**config.mk**
```make
export PLATFORM = sky130hd
export DESIGN_NAME = instr_encoder_loader
export DESIGN_NICKNAME = d
export VERILOG_FILES = /design/src/rtl/instr_encoder_loader.sv
export SDC_FILE = /design/constraint.sdc
export NUM_CORES = 1
export LEC_CHECK = 0
export CAP_MARGIN = 30
export CORE_UTILIZATION = 46
export CTS_CLUSTER_DIAMETER = 150
export DETAILED_ROUTE_END_ITERATION = 8
export MAX_ROUTING_LAYER = met4
export PLACE_DENSITY_LB_ADDON = 0.08
export SYNTH_ARGS = -nofsm -noshare
export SYNTH_HDL_FRONTEND = slang
export SYNTH_SLANG_ARGS = --single-unit
```
**constraint.sdc**
```tcl
create_clock -name clk -period 2.3 [get_ports clk]
set_input_delay 0.46 -clock clk [delete_from_list [all_inputs] [get_ports clk]]
set_output_delay 0.46 -clock clk [all_outputs]
set_load 0.02 [all_outputs]
```
**src/rtl/instr_encoder_loader.sv**
```systemverilog
// instr_encoder_loader: encodes field-level RV32 instruction requests and
// writes them sequentially into instruction memory over a req/ack port.
module instr_encoder_loader #(
    parameter logic [31:0] BASE_ADDR = 32'h0000_0000,
    parameter int          DEPTH     = 64,
    parameter int          AW        = 32
) (
    input  logic                         clk,
    input  logic                         arst_n,
    input  logic                         restart,
    input  logic                         in_valid,
    output logic                         in_ready,
    input  logic [2:0]                   op_sel,
    input  logic [4:0]                   rd,
    input  logic [4:0]                   rs1,
    input  logic [4:0]                   rs2,
    input  logic [2:0]                   funct3,
    input  logic [6:0]                   funct7,
    input  logic [31:0]                  imm,
    output logic                         imem_we,
    output logic [AW-1:0]                imem_addr,
    output logic [31:0]                  imem_wdata,
    input  logic                         imem_ack,
    output logic [$clog2(DEPTH+1)-1:0]   count,
    output logic                         full,
    output logic                         err
);
    localparam int CW = $clog2(DEPTH + 1);

    typedef enum logic [1:0] {IDLE, WRITE, FULL} state_t;

    state_t          state_q, state_d;
    logic [AW-1:0]   addr_q, addr_d;
    logic [31:0]     wdata_q, wdata_d;
    logic [CW-1:0]   count_q, count_d;
    logic            err_q, err_d;
    logic            pend_q, pend_d;
    logic [31:0]     enc;
    logic            legal;
    logic            unused_imm;

    assign unused_imm = &{1'b0, imm[31:21]};

    always_comb begin
        enc = '0;
        case (op_sel)
            3'd0:    enc = {funct7, rs2, rs1, funct3, rd, 7'h33};
            3'd1:    enc = {imm[11:0], rs1, funct3, rd, 7'h13};
            3'd2:    enc = {imm[12], imm[10:5], rs2, rs1, 3'b000, imm[4:1], imm[11], 7'h63};
            3'd3:    enc = {imm[20], imm[10:1], imm[11], imm[19:12], rd, 7'h6F};
            3'd4:    enc = {imm[11:0], rs1, funct3, rd, 7'h03};
            3'd5:    enc = {imm[11:5], rs2, rs1, funct3, imm[4:0], 7'h23};
            default: enc = '0;
        endcase
    end

    // Branch and jump offsets must be halfword aligned.
    assign legal = (op_sel < 3'd6) && !((op_sel == 3'd2 || op_sel == 3'd3) && imm[0]);

    always_comb begin
        state_d = state_q;
        addr_d  = addr_q;
        wdata_d = wdata_q;
        count_d = count_q;
        err_d   = err_q;
        pend_d  = pend_q;
        case (state_q)
            IDLE: begin
                if (restart) begin
                    count_d = '0;
                    addr_d  = AW'(BASE_ADDR);
                    err_d   = 1'b0;
                end else if (in_valid) begin
                    if (legal) begin
                        wdata_d = enc;
                        state_d = WRITE;
                    end else begin
                        err_d = 1'b1;
                    end
                end
            end
            WRITE: begin
                pend_d = pend_q | restart;
                if (imem_ack) begin
                    pend_d = 1'b0;
                    if (pend_q | restart) begin
                        count_d = '0;
                        addr_d  = AW'(BASE_ADDR);
                        err_d   = 1'b0;
                        state_d = IDLE;
                    end else begin
                        count_d = count_q + 1'b1;
                        addr_d  = addr_q + AW'(4);
                        state_d = (count_q + 1'b1 == CW'(DEPTH)) ? FULL : IDLE;
                    end
                end
            end
            FULL: begin
                if (restart) begin
                    count_d = '0;
                    addr_d  = AW'(BASE_ADDR);
                    err_d   = 1'b0;
                    state_d = IDLE;
                end
            end
            default: state_d = IDLE;
        endcase
    end

    always_ff @(posedge clk or negedge arst_n) begin
        if (!arst_n) begin
            state_q <= IDLE;
            addr_q  <= AW'(BASE_ADDR);
            wdata_q <= '0;
            count_q <= '0;
            err_q   <= 1'b0;
            pend_q  <= 1'b0;
        end else begin
            state_q <= state_d;
            addr_q  <= addr_d;
            wdata_q <= wdata_d;
            count_q <= count_d;
            err_q   <= err_d;
            pend_q  <= pend_d;
        end
    end

    assign in_ready   = (state_q == IDLE) && !restart;
    assign imem_we    = (state_q == WRITE);
    assign imem_addr  = addr_q;
    assign imem_wdata = wdata_q;
    assign count      = count_q;
    assign full       = (count_q == CW'(DEPTH));
    assign err        = err_q;
endmodule

```
After elaboration in Yosys (flattened, before gate mapping)
Cells that the tools add are included.
{"block": "totals", "register_bits": 75, "in_bits": 65, "output_inout_bits": 75, "word_cells": 69}
{"block": "classes", "addsub": 2, "magnitude_cmp": 1, "n_eq_ne": 18, "muxes": 25, "bitwise": 2, "n_reduce_logical": 15}
{"op": "$pmux 32 s6", "count": 1}
{"op": "$mux 32", "count": 3}
{"op": "$pmux 32 s2", "count": 1}
{"op": "$add 32x3->32 const B", "count": 1}
{"op": "$mux 7", "count": 3}
{"op": "$eq 7x7->1 const B", "count": 2}
{"op": "$mux 2", "count": 7}
{"op": "$pmux 7 s2", "count": 1}
{"op": "$ne 2x2->1 const B", "count": 4}
{"op": "$add 7x1->7 const B", "count": 1}
{"op": "$mux 1", "count": 7}
{"op": "$eq 3x2->1 const B", "count": 2}
{"op": "$eq 3x3->1 const B", "count": 2}
{"op": "$ne 2x1->1 const B", "count": 3}
{"op": "$ne 3x3->1 const B", "count": 2}
{"op": "$pmux 2 s3", "count": 1}
{"op": "$reduce_and 6->1", "count": 1}
{"op": "$reduce_and 5->1", "count": 1}
{"op": "$reduce_and 4->1", "count": 1}
{"op": "$eq 3x1->1 const B", "count": 1}
{"op": "$logic_and 1x1->1", "count": 3}
{"op": "$logic_not 3->1", "count": 1}
{"op": "$lt 3x3->1 const B", "count": 1}
{"op": "$pmux 1 s3", "count": 1}
{"op": "other kinds (11)", "count": 12}

Longest topological paths before layout
Gate-level depths: netlist (run 1).
{"block": "depth", "ltp_word": 9, "ltp_mapped": 8, "mapped_depth_nobuf": 6}

Least setup slack after synthesis (run 1)
Ideal clock, no wire load.
{"block": "synth_timing", "path_type": "flip-flop to flip-flop", "start": "register state_q[0]", "end": "register wdata_q[23], in the netlist imem_wdata[23]", "setup_time_ps": 136, "t_arrival_ps": 1889, "required_ps": 2164, "setup_slack_ps": 275, "path_stages_with_launch": 9, "n_path_buf": 2, "synth_period_minus_slack_ps": 2025, "cell_sequence": "dfrtp_1 -> inv_1 -> ha_1 -> nor2b_1 -> nand3_1 -> clkbuf_1 -> clkbuf_1 -> nand2_1 -> o21ai_0"}
{"block": "synth_between", "elab_chain_cells": 2}
{"element": "start, declared", "line_no": "32", "text": "state_t state_q, state_d;"}
{"element": "start signal, assigned", "line_no": "119", "text": "state_q <= state_d;"}
{"element": "$logic_not 2->1", "line_no": "67", "text": "case (state_q)"}
{"element": "$reduce_and 4->1 (no line)"}
{"element": "end signal, assigned", "line_no": "121", "text": "wdata_q <= wdata_d;"}
{"element": "end, declared", "line_no": "34", "text": "logic [31:0] wdata_q, wdata_d;"}
No other way between the ends.
A chain may end at the register's enable or synchronous reset.

Final worst setup path (run 1)
{"block": "layout_timing", "start": "register state_q[1]", "end": "register err_q, in the netlist err"}
{"block": "layout_between", "elab_chain_cells": 3, "word_cells_on_any_way": 11, "cone_classes": "eq/ne: 7; mux: 1; reduce/logical: 3"}
{"element": "$eq 2x1->1, or another cell as far along", "line_no": "67"}
{"element": "$ne 2x1->1 (no line), or another cell as far along"}
{"element": "$reduce_and 6->1 (no line)"}
{"element": "end signal, assigned", "line_no": "123", "text": "err_q <= err_d;"}
{"element": "end, declared", "line_no": "36", "text": "logic err_q, err_d;"}
Several ways; a longest one is shown, not always the timed one.

==> results of run 1 <==
==> flip-flops by register name, indices dropped and copies added, names as in the netlist <==
register,cells
imem_addr,30
imem_wdata,30
count,7
state_q,2
err,1
pend_q,1
==> layout by cell type (no fill, tap or decap), types with 3 or more instances in the layout <==
| cell type | instances |
|---|---|
| nand3_1 | 14 |
| nand2_1 | 56 |
| and3_1 | 15 |
| o31ai_1 | 16 |
| clkdlybuf4s50_1 | 122 |
| a31oi_1 | 5 |
| and4_1 | 5 |
| nand2b_1 | 20 |
| and2_1 | 5 |
| nor2_1 | 11 |
| mux2i_1 | 9 |
| nor2b_1 | 7 |
| clkbuf_8 | 10 |
| or3_1 | 4 |
| inv_1 | 8 |
| buf_4 | 31 |
| ha_1 | 8 |
| a22oi_1 | 14 |
| nor4_1 | 6 |
| nor3_1 | 3 |
| nand3b_1 | 3 |
| mux2_2 | 4 |
| or4_1 | 9 |
| xor2_1 | 3 |
| a21oi_1 | 28 |
| dfrtp_1 | 70 |
| o21ai_0 | 52 |
| nand4_1 | 9 |
==> report_power, final <==
part	switching (W)	internal, W	leakage, nW	total (W)
Combinational	0.000891	0.000790	1.36	0.00168
Clock	0.000453	0.000514	0.0940	0.000967
Sequential	0.000133	0.00147	0.949	0.00161
==> metrics by stage <==
stage	util (%)	cell area, um2	TNS, ps
after floorplan	-	4000	0
after global placement	66.8	5550	-540
after detailed placement	66.8	5550	-913
after CTS	69.0	5730	0
after global routing	69.0	5730	0
final	69.0	5730	0
==> worst register-to-register path: cells and delay by family, from the launching register on <==
family	cells	cell delay, ps
AOI/OAI and AO/OA	2	660
DFF	1	460
muxes	1	390
adders and majority gates	1	250
and+or+nand+nor	1	140
buffers and inverters	1	100
==> routing by layer <==
metal	share of wire, %	routed length [um]
met4	1.3	131
met5	0	0
met3	6.4	663
met1	45	4680
met2	47	4840
==> final cells by class <==
type                            instances  area (um2)  area share [%]
Sequential cell                        71        1780            31.0
Clock inverter                          4        47.5           0.830
Multi-Input combinational cell        338        2080            36.3
Timing Repair Buffer                  159        1530            26.6
Clock buffer                           10         138            2.40
Inverter                                8        30.0           0.524
Tap cell                              105         131            2.29
==> worst max-delay path by stage <==
| stage | start | endpoint | slack (ps) | cells past startpoint |
|---|---|---|---|---|
| 2_1_floorplan | state_q[0] | imem_wdata[23] | 270 | 8 |
| 3_3_place_gp | restart | imem_addr[15] | -80 | 5 |
| 3_5_place_dp | restart | in_ready | -110 | 3 |
| 4_1_cts | state_q[1] | imem_we | 30 | 3 |
| 5_1_grt | state_q[1] | err | 40 | 6 |
| 6_report | state_q[1] | err | 200 | 6 |
==> kinds of logic after synthesis <==
logic type               Yosys count  synth area share (%)
XOR/XNOR                           4                 0.877
buffers and inverters             34                  3.76
multiplexers                      13                  3.38
AO/OA/AOI/OAI                    132                  20.0
other                              1                0.0938
flip-flops                        71                  44.5
AND/OR/NAND/NOR                  179                  25.0
adder cells (fa/ha/maj)            8                  2.50
==> repair_timing <==
item / 4_1_cts / 5_1_grt
pin swaps: 0 / 0
endpoints found under the hold margin: 0 / 0
setup endpoints to repair: 2 / 3
gates resized for setup: 2 / 5
==> impl_metrics.ini, run 1 <==
[floorplanning]
initial_utilization_pct = 48.2
rows = 33
core_area_um2 = 8300
die_x_um = 95.2
io_pins = 140
die_area_um2 = 9060
die_h_um = 95.2

[pwr]
power_w = 0.00426
peakVddDrop_v = 0.000290
power_leakage_nw = 2.40
p_per_area_nw_per_um2 = 743

[placement]
dp.cells = 681
port_buffers = 126
dp_slack_ps = -110
post-dp-hpwl_um = 7380
place.gp.congestion = 0.829

[setup_path]
path_class = reg2reg
regToRegSetupSlack_ps = 200
crit_buf_inv = 1
reg2reg_depth = 6
r2r-end = err
max_stage_delay_ps = 510
cp_max_fo = 6
crit_arrival_ps = 2330
critPathRequiredTime_ps = 2530
crit_family = compound AO/OA/AOI/OAI gates
path_cells = inv_1, ha_1, nand2b_1, o21ai_0, a2111oi_0, mux2_2
cp_slowest_cell = a2111oi_0
crit_path_end_kind = register
startpoint_type = register
r2r-start = state_q[1]

[global_route]
grt_usage_pct = 23.5
grt_pass1_wl_um = 16300
grt_use_met3_pct = 3.59
grt_pass1_vias = 3484
grt_max_degree = 72
grt_use_met1_pct = 30.5
top_usage_layer = met2
overflow = 0
antenna_found_initial = 0
met2_usage_pct = 37.1

[synthesis]
async_flop_share_pct = 100
ys_seq_elements = 71
ys.flop_type = dfrtp_1
synth.area.top_cells = dfrtp_1 44%, o21ai_0 6.5%, nand2_1 5.3%
synth_top_area_share_pct = 44.5
avgSynthCellArea_um2 = 9.04
seq_area_frac_synth_pct = 44.5
syn_inst = 442
synth.most_common_cell = dfrtp_1
synth-edff-count = 0
synth_common_cells = 71 x dfrtp_1, 56 x nand2_1, 52 x o21ai_0
netlist-cell-type-count = 51
yosys.area.top_type = dfrtp_1
netlist_area_um2 = 4000
yosysWarnings = 0

[sta]
maxSlewHeadroom_pct = 54.3
post-route-min-period_ps = 2100
fin_skew_ps = 7.86
worst_pin_slew_ps = 683
finalCritPeriodShare_pct = 91.2
worst_slack_ps = 201
hold_violations = 0
rsz0062_at_grt = false
whs_ps = 126
finalSetupViolCount = 0
fmax_mhz = 476
maxSlewViolCount = 0

[clock_tree]
insertion_delay_ps = 350
cts_root_buf = clkbuf_8
cts_tree = done
cts_num_sinks = 71
cts_hold_buffers = 0
cts_made_buffers = 9
clk_pin_slew_ps = 70
clock_path_buffers = 2
postCtsSetupBuffers = 0
h-tree-depth = 3

[run_status]
status = finished clean

[hold_path]
min_path_type = in2async

[cells_and_area]
drive_gt1_share_pct = 10.8
n_antenna_cell = 0
layout.nets = 660
num-fill-cells = 669
final_cells = 695
syn_to_final_growth_pct = 43.4

[routing]
finalWirelength_um = 10300
drt-initial-drc-count = 193
antenna_left = 0
drc = 0
vias_per_cell = 5.59
post_drt_wl_per_cell_um = 14.8
first_pass_iters = 4
dr_total_vias = 3885

[job]
max-cap-violations = 0
Note: power is estimated with default switching activity, not from simulation.
==> inputs of run 2 (changes only) <==
--- a/config.mk
+++ b/config.mk
@@ -5,7 +5,7 @@
 export SDC_FILE = /design/constraint.sdc
 export NUM_CORES = 1
 export LEC_CHECK = 0
-export CAP_MARGIN = 30
+export CAP_MARGIN = 20
 export CORE_UTILIZATION = 46
 export CTS_CLUSTER_DIAMETER = 150
 export DETAILED_ROUTE_END_ITERATION = 8
==> results of run 2 <==
The final DEF is identical to that of run 1; final timing and power are the same.
